===== config.mk =====
export PLATFORM = sky130hd
export DESIGN_NAME = if_id_queue_flat
export DESIGN_NICKNAME = d
export VERILOG_FILES = /design/src/rtl/if_id_queue_pkg.sv /design/src/rtl/if_id_queue_if.sv /design/src/rtl/if_id_queue_ram.sv /design/src/rtl/if_id_queue.sv /design/src/flat_wrapper.sv
export SDC_FILE = /design/constraint.sdc
export NUM_CORES = 1
export LEC_CHECK = 0
export CORE_ASPECT_RATIO = 0.6
export CORE_MARGIN = 2
export CORE_UTILIZATION = 49
export CTS_CLUSTER_DIAMETER = 100
export DETAILED_ROUTE_END_ITERATION = 8
export GPL_TIMING_DRIVEN = 0
export PLACE_DENSITY = 0.81
export RECOVER_POWER = 50
export SETUP_SLACK_MARGIN = 0.15
export SLEW_MARGIN = 0
export SYNTH_ARGS = -nofsm -noshare
export SYNTH_HDL_FRONTEND = slang
export SYNTH_SLANG_ARGS = --single-unit

===== constraint.sdc =====
create_clock -name clk -period 2.6 [get_ports clk]
set_clock_uncertainty 0.05 [all_clocks]
set_input_delay 0.65 -clock clk [delete_from_list [all_inputs] [get_ports clk]]
set_output_delay 0.65 -clock clk [all_outputs]
set_load 0.1 [all_outputs]

===== src/rtl/if_id_queue_pkg.sv =====
// Shared definitions for the IF/ID instruction queue: default NOP, count-width helper
// and the {instr, npc} entry layout used by fetch, the queue and decode.
package if_queue_pkg;

    localparam int unsigned INSTR_W_DEF = 32;
    localparam int unsigned PC_W_DEF    = 32;
    localparam logic [31:0] NOP_INSTR_DEF = 32'h0000_0000;

    `define IF_QUEUE_ENTRY_W(iw, pw) ((iw) + (pw))

    typedef struct packed {
        logic [INSTR_W_DEF-1:0] instr;
        logic [PC_W_DEF-1:0]    npc;
    } if_entry_t;

    // Occupancy must represent 0..DEPTH inclusive, hence DEPTH+1.
    function automatic int unsigned CNT_W(input int unsigned depth);
        return $clog2(depth + 1);
    endfunction

endpackage


===== src/rtl/if_id_queue_if.sv =====
// Fetch-side push and decode-side pop handshake bundle for the IF/ID queue.
interface if_id_queue_if #(
    parameter int unsigned INSTR_W = 32,
    parameter int unsigned PC_W    = 32
);
    logic               push_valid;
    logic               push_ready;
    logic [INSTR_W-1:0] Instruction_F;
    logic [PC_W-1:0]    NPC_F;
    logic               pop_valid;
    logic               pop_ready;
    logic [INSTR_W-1:0] Instruction_D;
    logic [PC_W-1:0]    NPC_D;

    modport slave (
        input  push_valid, Instruction_F, NPC_F, pop_ready,
        output push_ready, pop_valid, Instruction_D, NPC_D
    );

    modport master (
        output push_valid, Instruction_F, NPC_F, pop_ready,
        input  push_ready, pop_valid, Instruction_D, NPC_D
    );
endinterface


===== src/rtl/if_id_queue_ram.sv =====
// Entry storage for the IF/ID queue: one synchronous write port, one asynchronous read.
module if_queue_ram #(
    parameter int unsigned DEPTH = 4,
    parameter int unsigned W     = 64
) (
    input  logic                     clk,
    input  logic                     we_i,
    input  logic [$clog2(DEPTH)-1:0] waddr_i,
    input  logic [W-1:0]             wdata_i,
    input  logic [$clog2(DEPTH)-1:0] raddr_i,
    output logic [W-1:0]             rdata_o
);

    logic [W-1:0] mem_q [DEPTH];

    // Storage is deliberately not reset; occupancy gates every read.
    always_ff @(posedge clk) begin
        if (we_i) begin
            mem_q[waddr_i] <= wdata_i;
        end
    end

    assign rdata_o = mem_q[raddr_i];

endmodule


===== src/rtl/if_id_queue.sv =====
// DEPTH-entry circular queue between fetch and decode with kill flush, NOP on empty
// and an optional same-cycle bypass when empty.
module if_id_queue
    import if_queue_pkg::*;
#(
    parameter int unsigned        INSTR_W   = INSTR_W_DEF,
    parameter int unsigned        PC_W      = PC_W_DEF,
    parameter int unsigned        DEPTH     = 4,
    parameter logic [INSTR_W-1:0] NOP_INSTR = INSTR_W'(NOP_INSTR_DEF),
    parameter bit                 PASSTHRU  = 1'b0
) (
    input  logic                        clk,
    input  logic                        reset,
    input  logic                        kill,
    if_id_queue_if.slave                q,
    output logic [CNT_W(DEPTH)-1:0]     count,
    output logic                        overflow_err
);

    localparam int unsigned PTR_W   = $clog2(DEPTH);
    localparam int unsigned CW      = CNT_W(DEPTH);
    localparam int unsigned ENTRY_W = `IF_QUEUE_ENTRY_W(INSTR_W, PC_W);

    logic [PTR_W-1:0]   wr_ptr_q, wr_ptr_d;
    logic [PTR_W-1:0]   rd_ptr_q, rd_ptr_d;
    logic [CW-1:0]      count_q, count_d;
    logic               overflow_q, overflow_d;

    logic               empty, full, bypass;
    logic               push, pop_store, wr_en;
    logic [ENTRY_W-1:0] rd_data;
    logic [INSTR_W-1:0] head_instr;
    logic [PC_W-1:0]    head_npc;

    if_queue_ram #(
        .DEPTH (DEPTH),
        .W     (ENTRY_W)
    ) u_ram (
        .clk     (clk),
        .we_i    (wr_en),
        .waddr_i (wr_ptr_q),
        .wdata_i ({q.Instruction_F, q.NPC_F}),
        .raddr_i (rd_ptr_q),
        .rdata_o (rd_data)
    );

    assign head_instr = rd_data[ENTRY_W-1:PC_W];
    assign head_npc   = rd_data[PC_W-1:0];

    always_comb begin
        empty     = (count_q == '0);
        full      = (count_q == CW'(DEPTH));
        bypass    = PASSTHRU && empty && q.push_valid && !kill;
        push      = q.push_valid && !full;
        pop_store = !empty && q.pop_ready;
        // A bypassed entry that decode takes immediately is never stored.
        wr_en     = push && !kill && !(bypass && q.pop_ready);
    end

    always_comb begin
        wr_ptr_d   = wr_ptr_q;
        rd_ptr_d   = rd_ptr_q;
        count_d    = count_q;
        overflow_d = overflow_q || (q.push_valid && full);
        if (kill) begin
            wr_ptr_d = '0;
            rd_ptr_d = '0;
            count_d  = '0;
        end else begin
            if (wr_en) begin
                wr_ptr_d = wr_ptr_q + 1'b1;
            end
            if (pop_store) begin
                rd_ptr_d = rd_ptr_q + 1'b1;
            end
            if (wr_en && !pop_store) begin
                count_d = count_q + 1'b1;
            end else if (!wr_en && pop_store) begin
                count_d = count_q - 1'b1;
            end
        end
    end

    always_ff @(posedge clk or negedge reset) begin
        if (!reset) begin
            wr_ptr_q   <= '0;
            rd_ptr_q   <= '0;
            count_q    <= '0;
            overflow_q <= 1'b0;
        end else begin
            wr_ptr_q   <= wr_ptr_d;
            rd_ptr_q   <= rd_ptr_d;
            count_q    <= count_d;
            overflow_q <= overflow_d;
        end
    end

    always_comb begin
        q.push_ready  = !full;
        q.pop_valid   = !empty || bypass;
        q.Instruction_D = NOP_INSTR;
        q.NPC_D         = '0;
        if (!empty) begin
            q.Instruction_D = head_instr;
            q.NPC_D         = head_npc;
        end else if (bypass) begin
            q.Instruction_D = q.Instruction_F;
            q.NPC_D         = q.NPC_F;
        end
    end

    assign count        = count_q;
    assign overflow_err = overflow_q;

endmodule


===== src/flat_wrapper.sv =====
// flat-port wrapper written by rule: the top's interface ports become plain ports
module if_id_queue_flat import if_queue_pkg::*;
#(
    parameter int unsigned        INSTR_W   = INSTR_W_DEF,
    parameter int unsigned        PC_W      = PC_W_DEF,
    parameter int unsigned        DEPTH     = 4,
    parameter logic [INSTR_W-1:0] NOP_INSTR = INSTR_W'(NOP_INSTR_DEF),
    parameter bit                 PASSTHRU  = 1'b0
)
  (clk, reset, kill, count, overflow_err, q_push_valid, q_Instruction_F, q_NPC_F, q_pop_ready, q_push_ready, q_pop_valid, q_Instruction_D, q_NPC_D);
  if_id_queue_if #(.INSTR_W(INSTR_W), .PC_W(PC_W)) q_i ();
  input  logic clk;
  input  logic reset;
  input  logic kill;
  output logic [CNT_W(DEPTH)-1:0] count;
  output logic overflow_err;
  input wire logic [$bits(q_i.push_valid)-1:0] q_push_valid;
  input wire logic [$bits(q_i.Instruction_F)-1:0] q_Instruction_F;
  input wire logic [$bits(q_i.NPC_F)-1:0] q_NPC_F;
  input wire logic [$bits(q_i.pop_ready)-1:0] q_pop_ready;
  output wire logic [$bits(q_i.push_ready)-1:0] q_push_ready;
  output wire logic [$bits(q_i.pop_valid)-1:0] q_pop_valid;
  output wire logic [$bits(q_i.Instruction_D)-1:0] q_Instruction_D;
  output wire logic [$bits(q_i.NPC_D)-1:0] q_NPC_D;
  assign q_i.push_valid = q_push_valid;
  assign q_i.Instruction_F = q_Instruction_F;
  assign q_i.NPC_F = q_NPC_F;
  assign q_i.pop_ready = q_pop_ready;
  assign q_push_ready = q_i.push_ready;
  assign q_pop_valid = q_i.pop_valid;
  assign q_Instruction_D = q_i.Instruction_D;
  assign q_NPC_D = q_i.NPC_D;
  if_id_queue #(.INSTR_W(INSTR_W), .PC_W(PC_W), .DEPTH(DEPTH), .NOP_INSTR(NOP_INSTR), .PASSTHRU(PASSTHRU)) u_core (.clk(clk), .reset(reset), .kill(kill), .q(q_i), .count(count), .overflow_err(overflow_err));
endmodule

; ---- Yosys cells after proc, flatten, opt, wreduce, memory -nomap -nowiden
; Memory sizes are Yosys's and may differ from the RTL's.
; Index checks and enable logic that the tools add are counted.
; Widths: inputs -> output; s select.
[word_totals]
ff_bits = 8
latchBits = 0
ramBits = 256
romBits = 0
inputBits = 69
elab_cells = 37
mem_count = 1
[classes]
n_addsub = 4
multipliers = 0
n_div = 0
order_cmp = 0
eq_ne = 1
shifts = 0
mux = 11
bitwise = 0
reduce_logical = 16
[mem_list]
columns = memory, depth, word_bits, read_ports, rd_ports_with_merged_regs, write_ports, line_no
row1 = u_core.u_ram.mem_q, 4, 64, 1, 0, 1, if_id_queue_ram.sv:14  ; logic [W-1:0] mem_q [DEPTH];
[ops]
columns = op, n
row1 = $mux 32, 2
row2 = $mux 3, 3
row3 = $mux 2, 4
row4 = $logic_and 1x1->1, 6
row5 = $logic_not 1->1, 5
row6 = $add 2x1->2 const B, 2
row7 = $reduce_bool 2->1, 2
row8 = $add 3x1->3 const B, 1
row9 = $eq 3x3->1 const B, 1
row10 = $logic_not 3->1, 1
row11 = $reduce_bool 3->1, 1
row12 = $sub 3x1->3 const B, 1
row13 = $mux 1, 2
row14 = $logic_or 1x1->1, 1

; ---- Longest topological paths before layout
; Gate-level depths: netlist (run 1).
[depth]
depth_word = 9
mapped_depth = 8
ltp_nobuf = 8

; ---- By module
; From an unflattened synthesis (run 1), not the netlist that was laid out.
[unflattened]
hier_cells = 472
area_unflattened_um2 = 10375.0
[by_module_without_submodules]
columns = module, n_inst, cells_per_inst, area_per_inst_um2, seq_area_each_um2
row1 = if_queue_ram, 1, 338, 9341.5, 7687.4
row2 = if_id_queue, 1, 134, 1033.5, 200.2

; ---- Worst setup path before layout (run 1)
; Ideal clock, no wire load.
[synth_timing]
path_kind = flip-flop to output port
from = register u_core.count_q[1] (netlist: u_core.count[1])
to = output port q_Instruction_D[13]
t_arrival_ps = 3099
required_ps = 1900
setup_slack_ps = -1199
stages_incl_launch_ff = 4
path_buffers = 1
cell_sequence = dfrtp_1 or3_1 clkbuf_1 and2_1
[synth_between]
elab_chain_cells = 2
[synth_rtl]
columns = item, line_no
row1 = start: declaration, if_id_queue.sv:26  ; logic [CW-1:0] count_q, count_d;
row2 = start signal: assignment, if_id_queue.sv:93  ; count_q <= count_d;
row3 = $logic_not 3->1, if_id_queue.sv:51  ; empty = (count_q == '0);
row4 = $mux 32, if_id_queue.sv:103  ; if (!empty) begin
row5 = end: declaration, flat_wrapper.sv:23  ; output wire logic [$bits(q_i.Instruction_D)-1:0] q_Instruction_D;
; No other way between the ends.

; ---- Worst setup path after layout (run 1)
[layout_timing]
from = register u_core.rd_ptr_q[0]
to = output port q_NPC_D[12]
[layout_between]
elab_chain_cells = 2
[layout_rtl]
columns = item, line_no
row1 = start: declaration, if_id_queue.sv:25  ; logic [PTR_W-1:0] rd_ptr_q, rd_ptr_d;
row2 = start signal: assignment, if_id_queue.sv:92  ; rd_ptr_q <= rd_ptr_d;
row3 = $mem_v2 4x64, -
row4 = $mux 32, if_id_queue.sv:103
row5 = end: declaration, flat_wrapper.sv:24  ; output wire logic [$bits(q_i.NPC_D)-1:0] q_NPC_D;
; No other way between the ends.

==> flow_metrics.py, run 1 <==
metrics = {
    "sta": {
        "timing.final.crit_period_ns": 2.826,
        "layout_setup_ws_ns": -0.2262,
        "report.final.setup_viol": 66,
        "maxClockFrequency_mhz": 353.8,
        "finalHoldViolCount": 0,
        "max_slew.worst_pin.slew_ns": 0.6893,
        "slew_viol_final": 0,
        "layout_worst_path_cycle_share": 1.087,
        "rsz_0062_raised_after_global_routing": "yes",
        "maxSlewHeadroom": 0.5395,
        "fin_worst_hold_slack_ns": 0.4252,
    },
    "setup_path": {
        "critical_path.most_common_cell": "sky130_fd_sc_hd__buf_6",
        "critical_path.max_stage_delay_ns": 0.49,
        "timing.critical_path.to_type": "output pin",
        "cp_data_arrival_time_ns": 2.13,
        "path_class": "reg -> out",
        "cell_chain_critical_path": "buf_6 -> buf_6 -> clkbuf_16 -> mux4_2 -> and2_4 -> buf_12",
        "number_of_buffers_and_inverters_on_the_critical_path": 4,
        "worst_setup_path_start_kind": "register",
        "worst_path_max_delay_cell": "sky130_fd_sc_hd__mux4_2",
        "critPathRequiredTime_ns": 1.90,
        "regToRegSetupSlack_ns": -0.10,
        "critical_path_peak_fanout": 5,
        "critPathTopFamily": "buffers and inverters",
    },
    "logic_synthesis": {
        "synth_instances": 462,
        "number_of_register_bits_inferred_by_synthesis": 264,
        "ys_types": 29,
        "yosys_warnings": 0,
        "synth_seq_area_share": 0.7731,
        "mappedNetlistNets": 536,
        "post_synthesis_cell_area_mm2": 0.01020,
        "syn_area_per_cell_um2": 22.08,
    },
    "placement": {
        "placement.io_buffers": 137,
        "finalWeightedCongestion": 0.7830,
        "detailedPlacementHpwl_um": 11920,
    },
    "route": {
        "detail_route.drc_violations": 0,
        "wl_met3_um": 1337,
        "detail_route.wirelength.met1_um": 9346,
        "via_count": 5155,
        "detailedRoute.firstPassIterationCount": 4,
        "drt_antenna_net_count": 0,
        "routed_vias_inst": 5.502,
        "met2WireLength_um": 10170,
        "dr.first_iter.drc_count": 451,
        "wl_per_cell_um": 22.63,
        "route.final.wire_length_um": 21200,
        "highest_layer": "met5",
    },
    "grt": {
        "global_route.usage.total": 0.1868,
        "grt_first_pass_wirelength_um": 30700,
        "via_count_of_the_first_global_routing_pass": 5393,
        "antenna_found_initial": 4,
        "grt_max_degree": 53,
        "gr-total-overflow": 0,
    },
    "clock_network": {
        "cts-root-to-sink-buffers": 3,
        "clkSinkCount": 264,
        "htree_num_levels": 1,
        "path_clk_slew_ns": 0.07,
        "cts_inserted_buffers": 24,
        "cts_tree": "yes",
        "root_buf_cell": "sky130_fd_sc_hd__clkbuf_16",
        "clock_latency_ns": 0.50,
    },
    "die": {
        "die_h_um": 115.8,
        "fp-row-count": 40,
        "core_area_mm2": 0.02022,
        "floorplan.initialDensity": 0.5046,
        "fp.dieArea_mm2": 0.02203,
        "boundaryPins": 139,
        "die-width_um": 190.3,
    },
    "finish": {
        "drive_gt1_frac": 0.4277,
        "areaGrowthSynthToFinish_pct": 36.96,
        "seq_area_mm2": 0.007893,
        "finalNetCount": 722,
        "nFillCells": 1258,
        "layout_common_cells": "sky130_fd_sc_hd__edfxtp_1, sky130_fd_sc_hd__buf_12, sky130_fd_sc_hd__and2_4",
        "insertedDiodeCount": 0,
        "layout.cells.most_common": "sky130_fd_sc_hd__edfxtp_1",
        "multi_input_area_mm2": 0.002359,
    },
    "run_status": {
        "failed_checks": "setup timing",
        "run_status": "complete, but fails checks",
    },
    "flow_run": {
        "maxCapViolCount": 0,
    },
    "worst_hold_path": {
        "min-delay-path-class": "reg -> reg",
    },
}
-- cell type report --
type,instances,share of cell area
Inverter,6,0.001612
Clock inverter,6,0.002239
Multi-Input combinational cell,172,0.1688
Clock buffer,36,0.04844
Buffer,22,0.02015
Tap cell,273,0.02444
Timing Repair Buffer,158,0.1695
Sequential cell,264,0.5648
-- final timing paths --
kind | start | end | depth (start not counted)
max reg2reg | u_core.count[0] | u_core.count[2] | 9
max | u_core.rd_ptr_q[0] | q_NPC_D[12] | 6
max in group asynchronous | reset | u_core.count[1] | 1
min | u_core.overflow_err | u_core.overflow_err | 1
min reg2reg | u_core.overflow_err | u_core.overflow_err | 1
min in group asynchronous | reset | u_core.rd_ptr_q[1] | 1
-- per-layer routing --
layer	global-route usage	vias to the layer above
met3	0.04482	32
met1	0.2640	2700
met4	0.03618	8
met5	0	-
li1	-	2236
met2	0.3047	179
-- state kept, by name (all words and copies together), names as in the netlist --
name                 flops
u_core.wr_ptr_q          2
u_core.count             3
u_core.rd_ptr_q          2
u_core.overflow_err      1
u_core.u_ram.mem_q     256
-- cells by family after synthesis --
kind of cell,synth area share
buffers and inverters,0.01533
DFF,0.7731
xor gates and xnor gates,0.005152
muxes,0.1424
adders and majority gates,0.006868
AOI/OAI and AO/OA,0.005028
and+or+nand+nor,0.05212
-- stage by stage --
stage | setup TNS, ns | cell area, µm² | setup slack (ns) | util | cells
4_1_cts | -14.59 | 13500 | -0.2667 | 0.6678 | 923
3_3_place_gp | -211.36 | 12070 | -0.9502 | 0.5969 | 872
6_report | -12.73 | 13970 | -0.2262 | 0.6911 | 937
2_1_floorplan | 0 | 10360 | 0.05644 | - | 462
5_1_grt | -16.86 | 13970 | -0.2881 | 0.6911 | 937
3_5_place_dp | -119.67 | 12130 | -0.8568 | 0.5998 | 874
-- worst reg2reg max path: stages, from the launching register on --
cell                       delay, ns
sky130_fd_sc_hd__dfrtp_2        0.42
sky130_fd_sc_hd__clkbuf_1       0.18
sky130_fd_sc_hd__nor3b_1        0.62
sky130_fd_sc_hd__nor3b_4        0.16
sky130_fd_sc_hd__and2_1         0.19
sky130_fd_sc_hd__fa_2           0.38
sky130_fd_sc_hd__nand2_1        0.09
sky130_fd_sc_hd__nor2_1         0.05
sky130_fd_sc_hd__a311o_1        0.31
sky130_fd_sc_hd__and3_1         0.14
-- synth_stat cells (all sizes together) --
library cell	count	area, µm²
clkbuf	8	30.03
inv	6	22.52
dfrtp	8	200.2
or3	1	6.260
mux2	1	11.26
o31ai	1	12.51
nand3	2	10.01
a31oi	1	6.260
and2	69	434.2
nand2	3	11.26
o21ai	2	10.01
and3	1	6.260
xnor2	3	26.28
ha	4	50.05
a311o	1	10.01
edfxtp	256	7687
a21oi	1	5.000
xor2	3	26.28
mux4	64	1441
fa	1	20.02
a21o	1	7.510
nor4b	1	8.760
nor2	8	30.03
nor3b	2	25.02
buf	14	103.9
-- timing repair --
item                       in CTS  in global routing
setup endpoints to repair     198                166
setup buffers                   4                  9
gates resized for setup       595                 80
hold buffers                    0                  0
gates cloned                    3                  5
pin swaps                      12                 45
hold endpoints to repair        0                  0
Power of run 1 is left out: the tool's default activity adds up to more than one toggle a clock period on the data nets, which glitch-free logic cannot reach.
==> run 2: changes to the inputs <==
--- a/config.mk
+++ b/config.mk
@@ -5,7 +5,6 @@
 export SDC_FILE = /design/constraint.sdc
 export NUM_CORES = 1
 export LEC_CHECK = 0
-export CORE_ASPECT_RATIO = 0.6
 export CORE_MARGIN = 2
 export CORE_UTILIZATION = 49
 export CTS_CLUSTER_DIAMETER = 100
==> run 2 against run 1 <==
Net effect: the flow still finishes with violations (setup timing); register-to-register slack better by 0.10 ns; global-route usage grew 0.23 points; critical path depth fell by 1; sequential share of layout area down 0.28 points; hold slack worse by 0.0074 ns; die area decreased by 0.17%; final cell count increased by 0.43%; non-clock buffer count unchanged; sequential cell count unchanged; largest cell class unchanged; highest routed layer unchanged.
==> flow_metrics.py, run 2 (synthesis gave the netlist of run 1 again) <==
metrics = {
    "grt": {
        "grt_first_pass_wirelength_um": 31470,
        "grt_use_met2": 0.3331,
        "grt_max_degree": 46,
        "via_count_of_the_first_global_routing_pass": 5545,
        "global_route.usage.total": 0.1891,
        "global_route.peak_usage_layer": "met2",
        "antenna_found_initial": 1,
        "gr-usage-met1": 0.2515,
        "gr-total-overflow": 0,
        "gr-usage-met3": 0.03037,
    },
    "finish": {
        "insertedDiodeCount": 0,
        "largest_reg_flops": 256,
        "layout_common_cells": "sky130_fd_sc_hd__edfxtp_1, sky130_fd_sc_hd__buf_12, sky130_fd_sc_hd__and2_4",
        "finalNetCount": 726,
        "layout.cells.most_common": "sky130_fd_sc_hd__edfxtp_1",
        "drive_gt1_frac": 0.4352,
        "registers.top_by_ff_count": "u_core.u_ram.mem_q",
        "final_non_filler_cells": 941,
        "areaGrowthSynthToFinish_pct": 37.65,
    },
    "setup_path": {
        "cp_data_arrival_time_ns": 2.12,
        "timing.critical_path.to_type": "output pin",
        "worst_setup_path_start_kind": "register",
        "critPathRequiredTime_ns": 1.90,
        "path_class": "reg -> out",
        "critical_path_peak_fanout": 10,
    },
    "die": {
        "core_area_mm2": 0.02036,
        "fp-row-count": 52,
        "die_h_um": 148.3,
        "fp.dieArea_mm2": 0.02199,
        "die-width_um": 148.3,
        "boundaryPins": 139,
        "floorplan.initialDensity": 0.5010,
    },
    "clock_network": {
        "clkSinkCount": 264,
        "htree_num_levels": 1,
        "cts-root-to-sink-buffers": 3,
        "cts_tree": "yes",
        "path_clk_slew_ns": 0.06,
        "hold_buf_cts": 0,
        "root_buf_cell": "sky130_fd_sc_hd__clkbuf_16",
        "cts_inserted_buffers": 27,
        "clock_latency_ns": 0.51,
    },
    "route": {
        "via_count": 5120,
        "wl_per_cell_um": 22.40,
        "dr.first_iter.drc_count": 174,
        "detail_route.drc_violations": 0,
        "detailedRoute.firstPassIterationCount": 4,
        "drt_antenna_net_count": 0,
        "routed_vias_inst": 5.441,
        "route.final.wire_length_um": 21080,
    },
    "worst_hold_path": {
        "min-delay-path-class": "reg -> reg",
    },
    "placement": {
        "placement.io_buffers": 137,
        "detailedPlacementHpwl_um": 11420,
        "pre_cts_slack_ns": -0.8965,
        "finalWeightedCongestion": 0.7935,
        "dpl.cell_count": 871,
    },
    "run_status": {
        "failed_checks": "setup timing",
        "run_status": "complete, but fails checks",
    },
    "sta": {
        "layout_setup_ws_ns": -0.2237,
        "layout_worst_path_cycle_share": 1.086,
        "rsz_0062_raised_after_global_routing": "yes",
        "fin_worst_hold_slack_ns": 0.4178,
        "report.final.setup_viol": 65,
        "maxClockFrequency_mhz": 354.2,
        "slew_viol_final": 0,
        "finalHoldViolCount": 0,
        "max_slew.worst_pin.slew_ns": 0.9509,
        "timing.final.crit_period_ns": 2.824,
        "maxSlewHeadroom": 0.3685,
    },
    "flow_run": {
        "maxCapViolCount": 0,
    },
}
## run 2: timing repair
action                                  in CTS  in global routing
pin swaps                                   16                  4
buffers inserted                             9                  6
resized for setup                          668                  8
endpoints found under the setup margin     198                285
gates cloned                                 5                  2
## run 2: through the flow
stage	utilization	TNS [ns]	area (µm²)
2_1_floorplan	-	0	10360
3_3_place_gp	0.5925	-214.77	12070
3_5_place_dp	0.5953	-136.01	12120
4_1_cts	0.6854	-12.84	13960
5_1_grt	0.6896	-15.86	14040
6_report	0.6896	-11.59	14040
## run 2: critical path: stages (launching register included)
cell and delay (ns):
sky130_fd_sc_hd__dfrtp_2 0.42, sky130_fd_sc_hd__buf_12 0.17, sky130_fd_sc_hd__buf_12 0.16, sky130_fd_sc_hd__mux4_2 0.52, sky130_fd_sc_hd__and2_4 0.18, sky130_fd_sc_hd__buf_12 0.16
## run 2: final cells by class
class	instances	area (µm²)
flip-flops and latches	264	7893
inverters	6	22.52
fillers	1265	6321
well taps	270	337.8
clock buffers	31	690.7
multi-input cells	173	2366
plain buffers	22	291.5
clock inverters	17	135.1
repair buffers	158	2307
## run 2: layer usage
metal	vias up	wire length, µm
li1	2257	-
met1	2675	8686
met2	159	11160
met3	27	952
met4	2	277
met5	-	7
## run 2: final timing paths
kind / start / endpoint / slack [ns] / cells past startpoint
worst max-delay path: u_core.rd_ptr_q[0] / q_Instruction_D[10] / -0.22 / 5
worst min-delay path: u_core.overflow_err / u_core.overflow_err / 0.42 / 1
worst max register to register: u_core.count[0] / u_core.count[2] / 0 / 10
worst min register to register: u_core.overflow_err / u_core.overflow_err / 0.42 / 1
max in group asynchronous: reset / u_core.rd_ptr_q[0] / 1.77 / 1
min in group asynchronous: reset / u_core.overflow_err / 0.44 / 1
Power of run 2 is left out for the same reason.
==> run 3: changes to the inputs <==
--- a/config.mk
+++ b/config.mk
@@ -7,7 +7,7 @@
 export LEC_CHECK = 0
 export CORE_MARGIN = 2
 export CORE_UTILIZATION = 49
-export CTS_CLUSTER_DIAMETER = 100
+export CTS_CLUSTER_DIAMETER = 30
 export DETAILED_ROUTE_END_ITERATION = 8
 export GPL_TIMING_DRIVEN = 0
 export PLACE_DENSITY = 0.81
==> run 3 against run 2 <==
Net effect: critical path type unchanged; global-route usage is 1.2 points higher; register-to-register slack better by 0.09 ns; the flow still finishes with violations (setup timing); via count is 1.4% higher; routed wire length is 3.1% higher.
==> flow_metrics.py, run 3 (synthesis gave the netlist of run 1 again) <==
metrics = {
    "run_status": {
        "run_status": "complete, but fails checks",
        "failed_checks": "setup timing",
    },
    "setup_path": {
        "worst_setup_path_start_kind": "register",
        "cell_chain_critical_path": "buf_12 -> buf_12 -> mux4_2 -> and2_4 -> buf_12",
        "critical_path.most_common_cell": "sky130_fd_sc_hd__buf_12",
        "worst_path_max_delay_cell": "sky130_fd_sc_hd__mux4_2",
        "critical_path.max_stage_delay_ns": 0.51,
        "regToRegSetupSlack_ns": 0.09,
        "critPathTopFamily": "multiplexers",
        "timing.critical_path.to_type": "output pin",
        "critPathRequiredTime_ns": 1.90,
        "cp_data_arrival_time_ns": 2.13,
        "path_class": "reg -> out",
        "critical_path_peak_fanout": 10,
        "number_of_buffers_and_inverters_on_the_critical_path": 3,
    },
    "grt": {
        "global_route.usage.total": 0.2013,
        "via_count_of_the_first_global_routing_pass": 5839,
        "antenna_found_initial": 1,
        "grt_first_pass_wirelength_um": 33200,
        "gr-total-overflow": 0,
        "grt_max_degree": 46,
    },
    "finish": {
        "drive_gt1_frac": 0.4717,
        "final_non_filler_cells": 976,
        "layout_common_cells": "sky130_fd_sc_hd__edfxtp_1, sky130_fd_sc_hd__dlygate4sd3_1, sky130_fd_sc_hd__mux4_2",
        "nFillCells": 1169,
        "registers.top_by_ff_count": "u_core.u_ram.mem_q",
        "finalNetCount": 741,
        "areaGrowthSynthToFinish_pct": 43.92,
        "layout.cells.most_common": "sky130_fd_sc_hd__edfxtp_1",
        "largest_reg_flops": 256,
        "post-route-cell-area_mm2": 0.01468,
        "insertedDiodeCount": 0,
    },
    "route": {
        "detail_route.drc_violations": 0,
        "detailedRoute.firstPassIterationCount": 4,
        "wl_per_cell_um": 22.28,
        "via_count": 5194,
        "routed_vias_inst": 5.322,
        "route.final.wire_length_um": 21740,
        "dr.first_iter.drc_count": 226,
        "drt_antenna_net_count": 0,
    },
    "placement": {
        "dpl.cell_count": 871,
        "detailedPlacementHpwl_um": 11420,
        "placement.io_buffers": 137,
        "finalWeightedCongestion": 0.7935,
        "placed_cell_area_mm2": 0.01212,
    },
    "die": {
        "die-width_um": 148.3,
        "boundaryPins": 139,
        "die_h_um": 148.3,
        "floorplan.initialDensity": 0.5010,
        "fp.dieArea_mm2": 0.02199,
        "fp-row-count": 52,
        "core_area_mm2": 0.02036,
    },
    "clock_network": {
        "cts-root-to-sink-buffers": 3,
        "htree_num_levels": 2,
        "clock_latency_ns": 0.52,
        "clkSinkCount": 264,
        "root_buf_cell": "sky130_fd_sc_hd__clkbuf_16",
        "hold_buf_cts": 0,
        "cts_tree": "yes",
        "cts_inserted_buffers": 47,
        "path_clk_slew_ns": 0.05,
    },
    "worst_hold_path": {
        "min-delay-path-class": "reg -> reg",
    },
    "sta": {
        "slew_viol_final": 0,
        "layout_worst_path_cycle_share": 1.087,
        "maxClockFrequency_mhz": 353.7,
        "fin_worst_hold_slack_ns": 0.4198,
        "report.final.setup_viol": 64,
        "finalHoldViolCount": 0,
        "maxSlewHeadroom": 0.3677,
        "layout_setup_ws_ns": -0.2273,
        "rsz_0062_raised_after_global_routing": "yes",
        "timing.final.crit_period_ns": 2.827,
        "max_slew.worst_pin.slew_ns": 0.9522,
    },
    "flow_run": {
        "maxCapViolCount": 0,
    },
}
## run 3: cell types whose count changed in the layout (fill, tap and decap cells not counted), moves of 2 or more
cell                         change
sky130_fd_sc_hd__buf_16          -2
sky130_fd_sc_hd__clkbuf_1        -2
sky130_fd_sc_hd__clkbuf_16      +21
sky130_fd_sc_hd__bufinv_16       +6
sky130_fd_sc_hd__buf_12         -12
sky130_fd_sc_hd__clkinv_4        +3
sky130_fd_sc_hd__and2_4         -11
sky130_fd_sc_hd__buf_4          +10
sky130_fd_sc_hd__clkinv_1        -4
sky130_fd_sc_hd__and2_2         +10
sky130_fd_sc_hd__inv_6           +9
sky130_fd_sc_hd__clkinvlp_4      +8
## run 3: area by class of cell
type                            instances  area [µm²]  share of cell area
Tap cell                              270       337.8             0.02301
Timing Repair Buffer                  154        2142              0.1459
Buffer                                 22       274.0             0.01866
Sequential cell                       264        7893              0.5375
Inverter                                6       22.52            0.001534
Multi-Input combinational cell        172        2345              0.1597
Clock inverter                         38       460.4             0.03136
Clock buffer                           50        1209             0.08232
## run 3: worst paths after layout
path	startpoint	to	depth (start not counted)
setup / recovery	u_core.rd_ptr_q[0]	q_Instruction_D[3]	5
hold / removal	u_core.overflow_err	u_core.overflow_err	1
setup reg to reg	u_core.count[0]	u_core.count[2]	10
hold reg to reg	u_core.overflow_err	u_core.overflow_err	1
max in group asynchronous	reset	u_core.count[2]	1
min in group asynchronous	reset	u_core.overflow_err	1
## run 3: stage by stage
step / util / setup TNS, ns / setup WS (ns)
after detailed placement: 0.5953 / -136.01 / -0.8965
final: 0.7210 / -12.73 / -0.2273
after global routing: 0.7210 / -17.50 / -0.3045
after floorplan: - / 0 / 0.05644
after global placement: 0.5925 / -214.77 / -0.9684
after CTS: 0.7169 / -15.02 / -0.2709
## run 3: timing repair
item,in CTS,in global routing
setup buffers,7,4
gates cloned,5,1
setup endpoints to repair,198,107
pin swaps,3,1
gates resized for setup,615,13
## run 3: metal layers
metal  share of wire  global-route usage
met3           0.052             0.04540
met2            0.52              0.3502
met5         0.00032                   0
met1            0.42              0.2605
met4           0.013             0.05000
Power of run 3 is left out for the same reason.
